### src/rtl/spectrum_bar_mapper.sv
// spectrum_bar_mapper
//
// Turns 16 unsigned FFT bin magnitudes into 5-bit log-style bar heights
// (0..31) for a spectrum display, with optional per-bar peak hold and decay.
//
// Operation: a done strobe in IDLE snapshots f0..f15. The FSM then converts
// one bin per cycle into a shadow register (PROC, 16 cycles). It then
// publishes all 16 heights at once (PUBLISH) with a one-cycle frame_valid.
// done-to-frame_valid latency is 17 cycles.
//
// done handshake: done is a single-cycle strobe with no backpressure. It is
// accepted only in IDLE. A done seen in PROC or PUBLISH, including the
// PUBLISH->IDLE edge, is dropped and counted in overrun, which saturates
// at 255.
//
// Ports
//   clk          system clock (rising edge)
//   reset        asynchronous active-low reset; release synchronised to clk
//   done         frame-ready strobe from the FFT processor
//   f0..f15      bin magnitudes, unsigned 16-bit
//   h0..h15      published bar heights, 0..31
//   p0..p15      published peak-hold heights (constant 0 without peak hold)
//   frame_valid  one-cycle pulse when h*/p* update
//   busy         high while a frame is in PROC or PUBLISH
//   overrun      saturating count of dropped done pulses
//
// Parameter DECAY_DIV (1..255): published frames per one-step peak decrement.
// Macro SPECTRUM_PEAK_HOLD_EN: when defined, builds the peak registers and
// the decay counter. Otherwise p0..p15 are tied to 0.
module spectrum_bar_mapper #(
  parameter int DECAY_DIV = 4
) (
  input  logic        clk,
  input  logic        reset,
  input  logic        done,
  input  logic [15:0] f0,  input  logic [15:0] f1,  input  logic [15:0] f2,  input  logic [15:0] f3,
  input  logic [15:0] f4,  input  logic [15:0] f5,  input  logic [15:0] f6,  input  logic [15:0] f7,
  input  logic [15:0] f8,  input  logic [15:0] f9,  input  logic [15:0] f10, input  logic [15:0] f11,
  input  logic [15:0] f12, input  logic [15:0] f13, input  logic [15:0] f14, input  logic [15:0] f15,
  output logic [4:0]  h0,  output logic [4:0]  h1,  output logic [4:0]  h2,  output logic [4:0]  h3,
  output logic [4:0]  h4,  output logic [4:0]  h5,  output logic [4:0]  h6,  output logic [4:0]  h7,
  output logic [4:0]  h8,  output logic [4:0]  h9,  output logic [4:0]  h10, output logic [4:0]  h11,
  output logic [4:0]  h12, output logic [4:0]  h13, output logic [4:0]  h14, output logic [4:0]  h15,
  output logic [4:0]  p0,  output logic [4:0]  p1,  output logic [4:0]  p2,  output logic [4:0]  p3,
  output logic [4:0]  p4,  output logic [4:0]  p5,  output logic [4:0]  p6,  output logic [4:0]  p7,
  output logic [4:0]  p8,  output logic [4:0]  p9,  output logic [4:0]  p10, output logic [4:0]  p11,
  output logic [4:0]  p12, output logic [4:0]  p13, output logic [4:0]  p14, output logic [4:0]  p15,
  output logic        frame_valid,
  output logic        busy,
  output logic [7:0]  overrun
);

  if (DECAY_DIV < 1 || DECAY_DIV > 255) begin : g_bad_decay_div
    $error("DECAY_DIV must be in 1..255");
  end

  typedef enum logic [1:0] {
    S_IDLE    = 2'd0,
    S_PROC    = 2'd1,
    S_PUBLISH = 2'd2
  } state_t;

  // Height = min(31, 2*msb + next_bit + 1). Zero input maps to 0.
  function automatic logic [4:0] bar_height(input logic [15:0] v);
    logic [3:0] msb;
    logic       nb;
    logic [5:0] sum;
    msb = 4'd0;
    for (int i = 0; i < 16; i++) begin
      if (v[i]) msb = 4'(i);
    end
    nb  = (msb != 4'd0) ? v[msb - 4'd1] : 1'b0;
    sum = {1'b0, msb, 1'b0} + {5'b0, nb} + 6'd1;
    if (v == 16'd0)       return 5'd0;
    else if (sum > 6'd31) return 5'd31;
    else                  return sum[4:0];
  endfunction

  // Reset: asserts asynchronously, deasserts after two clk edges.
  logic r_rst_meta;
  logic r_rst_n;

  always_ff @(posedge clk or negedge reset) begin
    if (!reset) begin
      r_rst_meta <= 1'b0;
      r_rst_n    <= 1'b0;
    end else begin
      r_rst_meta <= 1'b1;
      r_rst_n    <= r_rst_meta;
    end
  end

  logic [255:0] w_f;
  assign w_f = {f15, f14, f13, f12, f11, f10, f9, f8, f7, f6, f5, f4, f3, f2, f1, f0};

  state_t      r_state;
  logic [3:0]  r_bin;
  logic [15:0] r_snap   [16];
  logic [4:0]  r_shadow [16];
  logic [79:0] r_h;
  logic        r_fv;
  logic        r_busy;
  logic [7:0]  r_ovr;
  logic [4:0]  w_height;

  assign w_height = bar_height(r_snap[r_bin]);

  always_ff @(posedge clk or negedge r_rst_n) begin
    if (!r_rst_n) begin
      r_state <= S_IDLE;
      r_bin   <= 4'd0;
      r_h     <= '0;
      r_fv    <= 1'b0;
      r_busy  <= 1'b0;
      r_ovr   <= 8'd0;
      for (int i = 0; i < 16; i++) begin
        r_snap[i]   <= 16'd0;
        r_shadow[i] <= 5'd0;
      end
    end else begin
      r_fv <= 1'b0;
      if (done && (r_state != S_IDLE) && (r_ovr != 8'hFF)) r_ovr <= r_ovr + 8'd1;
      case (r_state)
        S_IDLE: begin
          if (done) begin
            for (int i = 0; i < 16; i++) r_snap[i] <= w_f[i*16 +: 16];
            r_bin   <= 4'd0;
            r_busy  <= 1'b1;
            r_state <= S_PROC;
          end
        end
        S_PROC: begin
          r_shadow[r_bin] <= w_height;
          r_bin           <= r_bin + 4'd1;
          if (r_bin == 4'd15) r_state <= S_PUBLISH;
        end
        S_PUBLISH: begin
          for (int i = 0; i < 16; i++) r_h[i*5 +: 5] <= r_shadow[i];
          r_fv    <= 1'b1;
          r_busy  <= 1'b0;
          r_state <= S_IDLE;
        end
        default: begin
          r_busy  <= 1'b0;
          r_state <= S_IDLE;
        end
      endcase
    end
  end

  assign {h15, h14, h13, h12, h11, h10, h9, h8, h7, h6, h5, h4, h3, h2, h1, h0} = r_h;
  assign frame_valid = r_fv;
  assign busy        = r_busy;
  assign overrun     = r_ovr;

`ifdef SPECTRUM_PEAK_HOLD_EN
  localparam logic [7:0] LP_DECAY_LAST = 8'(DECAY_DIV - 1);

  logic [79:0] r_p;
  logic [7:0]  r_decay;
  logic [7:0]  w_decay_next;
  logic        w_decay_frame;

  // A decay frame is a publish on which the frame counter wraps to 0.
  assign w_decay_next  = (r_decay == LP_DECAY_LAST) ? 8'd0 : r_decay + 8'd1;
  assign w_decay_frame = (w_decay_next == 8'd0);

  // Peaks use the shadow heights, which become h* on this same edge.
  // The decay branch only runs when the peak is above the new height,
  // so the peak is at least 1 and the minus-one cannot underflow.
  always_ff @(posedge clk or negedge r_rst_n) begin
    if (!r_rst_n) begin
      r_p     <= '0;
      r_decay <= 8'd0;
    end else if (r_state == S_PUBLISH) begin
      r_decay <= w_decay_next;
      for (int i = 0; i < 16; i++) begin
        if (r_shadow[i] >= r_p[i*5 +: 5]) begin
          r_p[i*5 +: 5] <= r_shadow[i];
        end else if (w_decay_frame) begin
          r_p[i*5 +: 5] <= (r_shadow[i] > r_p[i*5 +: 5] - 5'd1) ? r_shadow[i]
                                                                : r_p[i*5 +: 5] - 5'd1;
        end
      end
    end
  end

  assign {p15, p14, p13, p12, p11, p10, p9, p8, p7, p6, p5, p4, p3, p2, p1, p0} = r_p;
`else
  assign {p15, p14, p13, p12, p11, p10, p9, p8, p7, p6, p5, p4, p3, p2, p1, p0} = '0;
`endif

endmodule

### config.mk
export PLATFORM = sky130hd
export DESIGN_NAME = spectrum_bar_mapper
export DESIGN_NICKNAME = d
export VERILOG_FILES = /design/src/rtl/spectrum_bar_mapper.sv
export SDC_FILE = /design/constraint.sdc
export NUM_CORES = 1
export LEC_CHECK = 0
export CAP_MARGIN = 20
export CORE_MARGIN = 2
export CORE_UTILIZATION = 60
export DETAILED_ROUTE_END_ITERATION = 6
export DONT_BUFFER_PORTS = 1
export GPL_ROUTABILITY_DRIVEN = 0
export PLACE_DENSITY = 0.79
export SKIP_LAST_GASP = 1
export SYNTH_ARGS = -nofsm -noshare
export SYNTH_HDL_FRONTEND = slang
export SYNTH_SLANG_ARGS = --single-unit
### constraint.sdc
create_clock -name clk -period 18.18 [get_ports clk]
set_input_delay 4.545 -clock clk [delete_from_list [all_inputs] [get_ports clk]]
set_output_delay 4.545 -clock clk [all_outputs]
set_load 0.05 [all_outputs]
Word-level counts from Yosys, hierarchy flattened
Cells that the tools add are included.

storage, ports and cells
  bits in registers = 434
  bits of input ports = 259
  output and inout bits = 170
  logic and storage cells = 103

cells by class
  $add $sub $neg = 5
  $lt $le $gt $ge = 4
  eq/ne operators = 6
  mux-type cells = 34
  bitwise logic cells = 2
  reduce and logical (&&, ||, !) cells = 12

operators with widths
  cell                                                                             number
  80-bit bitwise mux                                                               1
  16-bit binary-select mux with 4-bit select                                       1
  4-bit 2-to-1 mux                                                                 15
  16-bit 2-to-1 mux                                                                2
  5-bit demux with 4-bit select                                                    1
  16-bit logical NOT                                                               1
  5-bit 2-to-1 mux                                                                 3
  8-bit by 1-bit adder with 8-bit output, second input constant                    1
  8-bit != test, second input constant                                             1
  4-bit one-hot mux with 2 select lines                                            1
  2-bit AND reduction                                                              4
  5-bit by 1-bit adder with 6-bit output                                           1
  6-bit by 1-bit adder with 6-bit output, second input constant                    1
  6-bit by 5-bit greater-than comparator with 1-bit output, second input constant  1
  5-bit >= comparator, second input constant                                       1
  4-bit by 5-bit less-than comparator with 1-bit output, second input constant     1
  5-bit by 1-bit less-than comparator with 1-bit output, second input constant     1
  1-bit 2-to-1 mux                                                                 5
  4-bit inverter with 5-bit output                                                 1
  4-bit by 1-bit adder with 4-bit output, second input constant                    1
  1-bit binary-select mux with 4-bit select                                        1
  4-bit equality test, second input constant                                       1
  2-bit 2-to-1 mux                                                                 2
  2-bit != test, second input constant                                             2
  10 further kinds                                                                 13

Depth between registers and ports, before layout
  depth in word-level cells = 29
  depth in mapped cells = 23
  gate-level depth less buffers = 19

Worst setup path before layout
Ideal clock, no wire load.

  path kind = in2reg
  start point = input port done
  end point = register r_snap[136] (netlist name)
  setup time = 0.065 ns
  data arrival time = 5.508 ns
  required time = 18.115 ns
  path slack = 12.607 ns
  cell stages on the path = 6
  path buffers = 3
  cells stage by stage = and2_1 clkbuf_1 clkbuf_1 clkbuf_1 nand2_1 nand2_1

between the ends
  cells in the longest elaborated chain, start to end = 1

RTL lines
  element                               RTL line  text
  start, declared                       35        input logic done,
  2-bit AND reduction (no source line)  -
  end signal, assigned by index         117       r_snap[i] <= 16'd0;
  end, declared                         98        logic [15:0] r_snap [16];

Every way passes these cells.
A chain may end at the register's enable or synchronous reset.

Worst setup path in the final report
  start point = register r_bin[0]
  end point = register r_shadow[24] (netlist name)

between the ends
  cells in the longest elaborated chain, start to end = 29
  elaborated cells between the ends (all ways) = 36
  classes of those cells = 3 x add/sub; 3 x order compare; 26 x mux; 1 x bitwise; 3 x reduce/logical

RTL lines
  element                                                   RTL line  text
  start, declared                                           97        logic [3:0] r_bin;
  start signal, assigned                                    134       r_bin <= r_bin + 4'd1;
  4-bit inverter with 5-bit output (implied by the code) *  106, 133
  16-bit binary-select mux with 4-bit select                106       assign w_height = bar_height(r_snap[r_bin]);
  16-bit 2-to-1 mux (implied by the code) (2 in a row)      106
  1-bit 2-to-1 mux                                          70        if (v[i]) msb = 4'(i);
  4-bit 2-to-1 mux (14 in a row)                            70
  4-bit by 1-bit subtractor with 4-bit output               72        nb = (msb != 4'd0) ? v[msb - 4'd1] : 1'b0;
  1-bit binary-select mux with 4-bit select                 72
  1-bit 2-to-1 mux (implied by the code)                    72
  1-bit 2-to-1 mux                                          72
  5-bit by 1-bit adder with 6-bit output                    73        sum = {1'b0, msb, 1'b0} + {5'b0, nb} + 6'd1;
  6-bit by 1-bit adder with 6-bit output                    73
  6-bit by 5-bit greater-than comparator with 1-bit output  75        else if (sum > 6'd31) return 5'd31;
  5-bit 2-to-1 mux                                          75
  5-bit 2-to-1 mux                                          74        if (v == 16'd0) return 5'd0;
  80-bit bitwise mux *                                      133       r_shadow[r_bin] <= w_height;
  end signal, assigned by index                             133
  end, declared                                             99        logic [4:0] r_shadow [16];

Mark *: on every way between the ends. The rest lies on a longest branch, timed or not. The select of a mux whose other input is x is not followed.

==> results.json <==
{
  "r2r_slack_ps": 11390,
  "switching_share_pct": 44.7,
  "cp_max_fo": 39,
  "rsz0062_at_grt": "no",
  "antenna_found_initial": 0,
  "fillCellCount": 2540,
  "synth_top_family_by_area": "simple AND/OR/NAND/NOR gates",
  "totalWireLength_mm": 46.6,
  "clk_latency_ps": 550,
  "clock_skew_ps": 17.3,
  "setup.worst_path.class": "reg2reg",
  "synth-edff-count": 0,
  "num_rows": 66,
  "pwr_density_cell_nw_per_um2": 239,
  "status": "finished clean",
  "cts_setup_buffers": 0,
  "numPlacedInstances": 2342,
  "intPower_w": 0.00278,
  "drv_cap": 0,
  "power_w": 0.00502,
  "grt_pass1_vias": 13400,
  "pre_cts_ws_ps": 11040,
  "cts_made_buffers": 44,
  "cts_tree": "yes",
  "die_area_um2": 34000,
  "synth.top_cell.area_share_pct": 55.6,
  "worst_slack_ps": 11390,
  "required_ps": 18600,
  "max_slew_margin_pct": 26.1,
  "gr-total-overflow": 0,
  "multi_input_area_um2": 7910,
  "slew_viol_final": 0,
  "grt_usage_pct": 27.5,
  "min_period_ps": 6790,
  "async_flop_share_pct": 100,
  "post-synth-top-count-cell": "nand2_1",
  "final_hold_viol_count": 0,
  "syn_avg_cell_area_um2": 9.82,
  "seq_area_um2": 10900,
  "p_seq_share_pct": 37.4,
  "hold_buffers": 0,
  "dp_hpwl_mm": 32.3,
  "hold_path.class": "reg2async",
  "fin_nets": 2218,
  "synthFlopType": "dfrtp_1",
  "via_per_inst": 5.55,
  "synthXorXnorAreaFrac_pct": 0.448,
  "path_clk_slew_ps": 60,
  "clock-root-buffer": "clkbuf_16",
  "synth_common_cells": "nand2_1, dfrtp_1, clkbuf_1",
  "fin_cells": 2425,
  "io_buffers": 0,
  "ys_types": 60,
  "clock-sinks": 434,
  "synth_top_cell_by_area": "dfrtp_1",
  "area_growth_pct": 7.56,
  "syn_inst": 1990,
  "synthMuxAreaShare_pct": 11.5,
  "cts_resized": 0,
  "grt_max_degree": 118,
  "finalCritPeriodShare_pct": 37.4,
  "drive_above_1_share_pct": 12.7,
  "initial_core_util_pct": 60.5,
  "yosys.area_share.simple_pct": 22.1,
  "fmax_mhz": 147,
  "vias": 13500,
  "p_switching_w": 0.00224,
  "endpoint_kind": "register",
  "worst_pin_slew_ps": 1110,
  "io_pins": 429,
  "p_leak_nw": 10.7,
  "core_um2": 32300,
  "wl_per_cell_um": 19.2,
  "route.antenna.remaining_nets": 0,
  "cts.htree.levels": 2,
  "dr.pass1.iters": 5,
  "startpoint_type": "register",
  "drt_iter0_markers": 1057,
  "comb_power_share_pct": 44.4,
  "syn_area_um2": 19500,
  "fin_util_pct": 65.1,
  "ir_drop_mv": 0.289,
  "antenna_cells": 0,
  "drcViolationCount": 0,
  "seq_area_frac_synth_pct": 55.6,
  "synth-seq-cells": 434,
  "die_w_um": 184,
  "arrival_ps": 7210,
  "die_h_um": 184,
  "fin_tns_setup_ps": 0,
  "ys_warn_count": 0,
  "synth_compound_gate_area_share_pct": 4.21,
  "setup_viol": 0,
  "clock_path_buffers": 3,
  "synthAdderAreaFrac_pct": 0.576,
  "synth.area.top_cells": "dfrtp_1, nand2_1, mux4_2, mux2_2, buf_4",
  "grt_pass1_wl_mm": 72.3,
  "clock_power_share_pct": 18.1
}
## layer usage
metal | share of wire [%] | vias to the layer above | track usage [%]
met5 | 0 | - | 0
met4 | 2.9 | 0 | 8.86
met3 | 8.6 | 82 | 8.56
met2 | 50 | 444 | 46.8
met1 | 38 | 6709 | 33.5
li1 | - | 6220 | -
## kinds of logic after synthesis
kind of cell	count (synthesis)
fa+ha+maj	9
flops	434
other cells	2
simple gates	1117
xor+xnor	10
mux	131
compound gates	94
buf+inv	193
## worst paths after layout
path / start / endpoint / cells past startpoint
setup / recovery: r_bin[0] / r_shadow[24] / 19
hold / removal: r_rst_n / r_snap[10] / 0
setup reg to reg: r_bin[0] / r_shadow[24] / 19
hold reg to reg: r_rst_n / r_snap[10] / 0
max in group asynchronous: reset / r_rst_n / 0
min in group clk: r_rst_meta / r_rst_n / 0
## power groups by stage
| stage | clock network [W] | logic, W | registers (W) |
|---|---|---|---|
| floorplan | 0 | 0.00170 | 0.00177 |
| global placement | 0 | 0.00216 | 0.00186 |
| detailed placement | 0 | 0.00221 | 0.00189 |
| CTS | 0.000924 | 0.00222 | 0.00188 |
| global route | 0.000968 | 0.00244 | 0.00193 |
| finish | 0.000910 | 0.00223 | 0.00188 |
## flip-flops by register name, summed over array words and instances, names as in the netlist, 2 cells and up
register / count
r_snap: 256
r_h: 80
r_shadow: 80
overrun: 8
r_bin: 4
r_state: 2
## worst max-delay path, cell delays in order (launching register included)
cell and delay (ps):
dfrtp_4 830, buf_4 700, mux4_2 630, a22o_1 260, a221oi_4 430, o21ai_1 230, a211oi_2 370, nor2_1 200
ha_1 420, inv_1 160, nor2_1 60, a21oi_1 130, o32a_1 180, nor2_1 70, or3_4 440, and2_1 180
ha_1 220, a31o_2 210, a22o_1 470, mux2_2 410
## cell type report
cell class	count	area share (%)
sequential	434	51.7
multi-input combinational	1442	37.6
clock buffer	62	6.09
tap	442	2.63
clock inverter	17	0.947
timing repair buffer	19	0.810
inverter	9	0.161
## per-stage QoR
stage / cell area [um^2] / hold slack (ps)
after floorplan: 19800 / 331
after global placement: 19500 / 338
after detailed placement: 19500 / 347
after CTS: 21000 / 355
after global routing: 21000 / 371
final: 21000 / 329
## cell usage in the layout (no fill, tap or decap), types with 7 or more instances in the layout
cell	count
a22oi_1	8
inv_1	8
a22o_1	11
mux4_2	66
nor2_1	43
nand3_1	9
ha_1	9
mux2_4	10
clkbuf_8	11
nand2_1	1032
clkinv_2	8
a31oi_1	16
buf_4	17
dfrtp_1	431
xnor2_1	7
a21oi_1	7
clkbuf_1	7
clkbuf_16	44
a221oi_2	8
mux2_2	55
conb_1	81
Power figures use the tool's default switching activity.
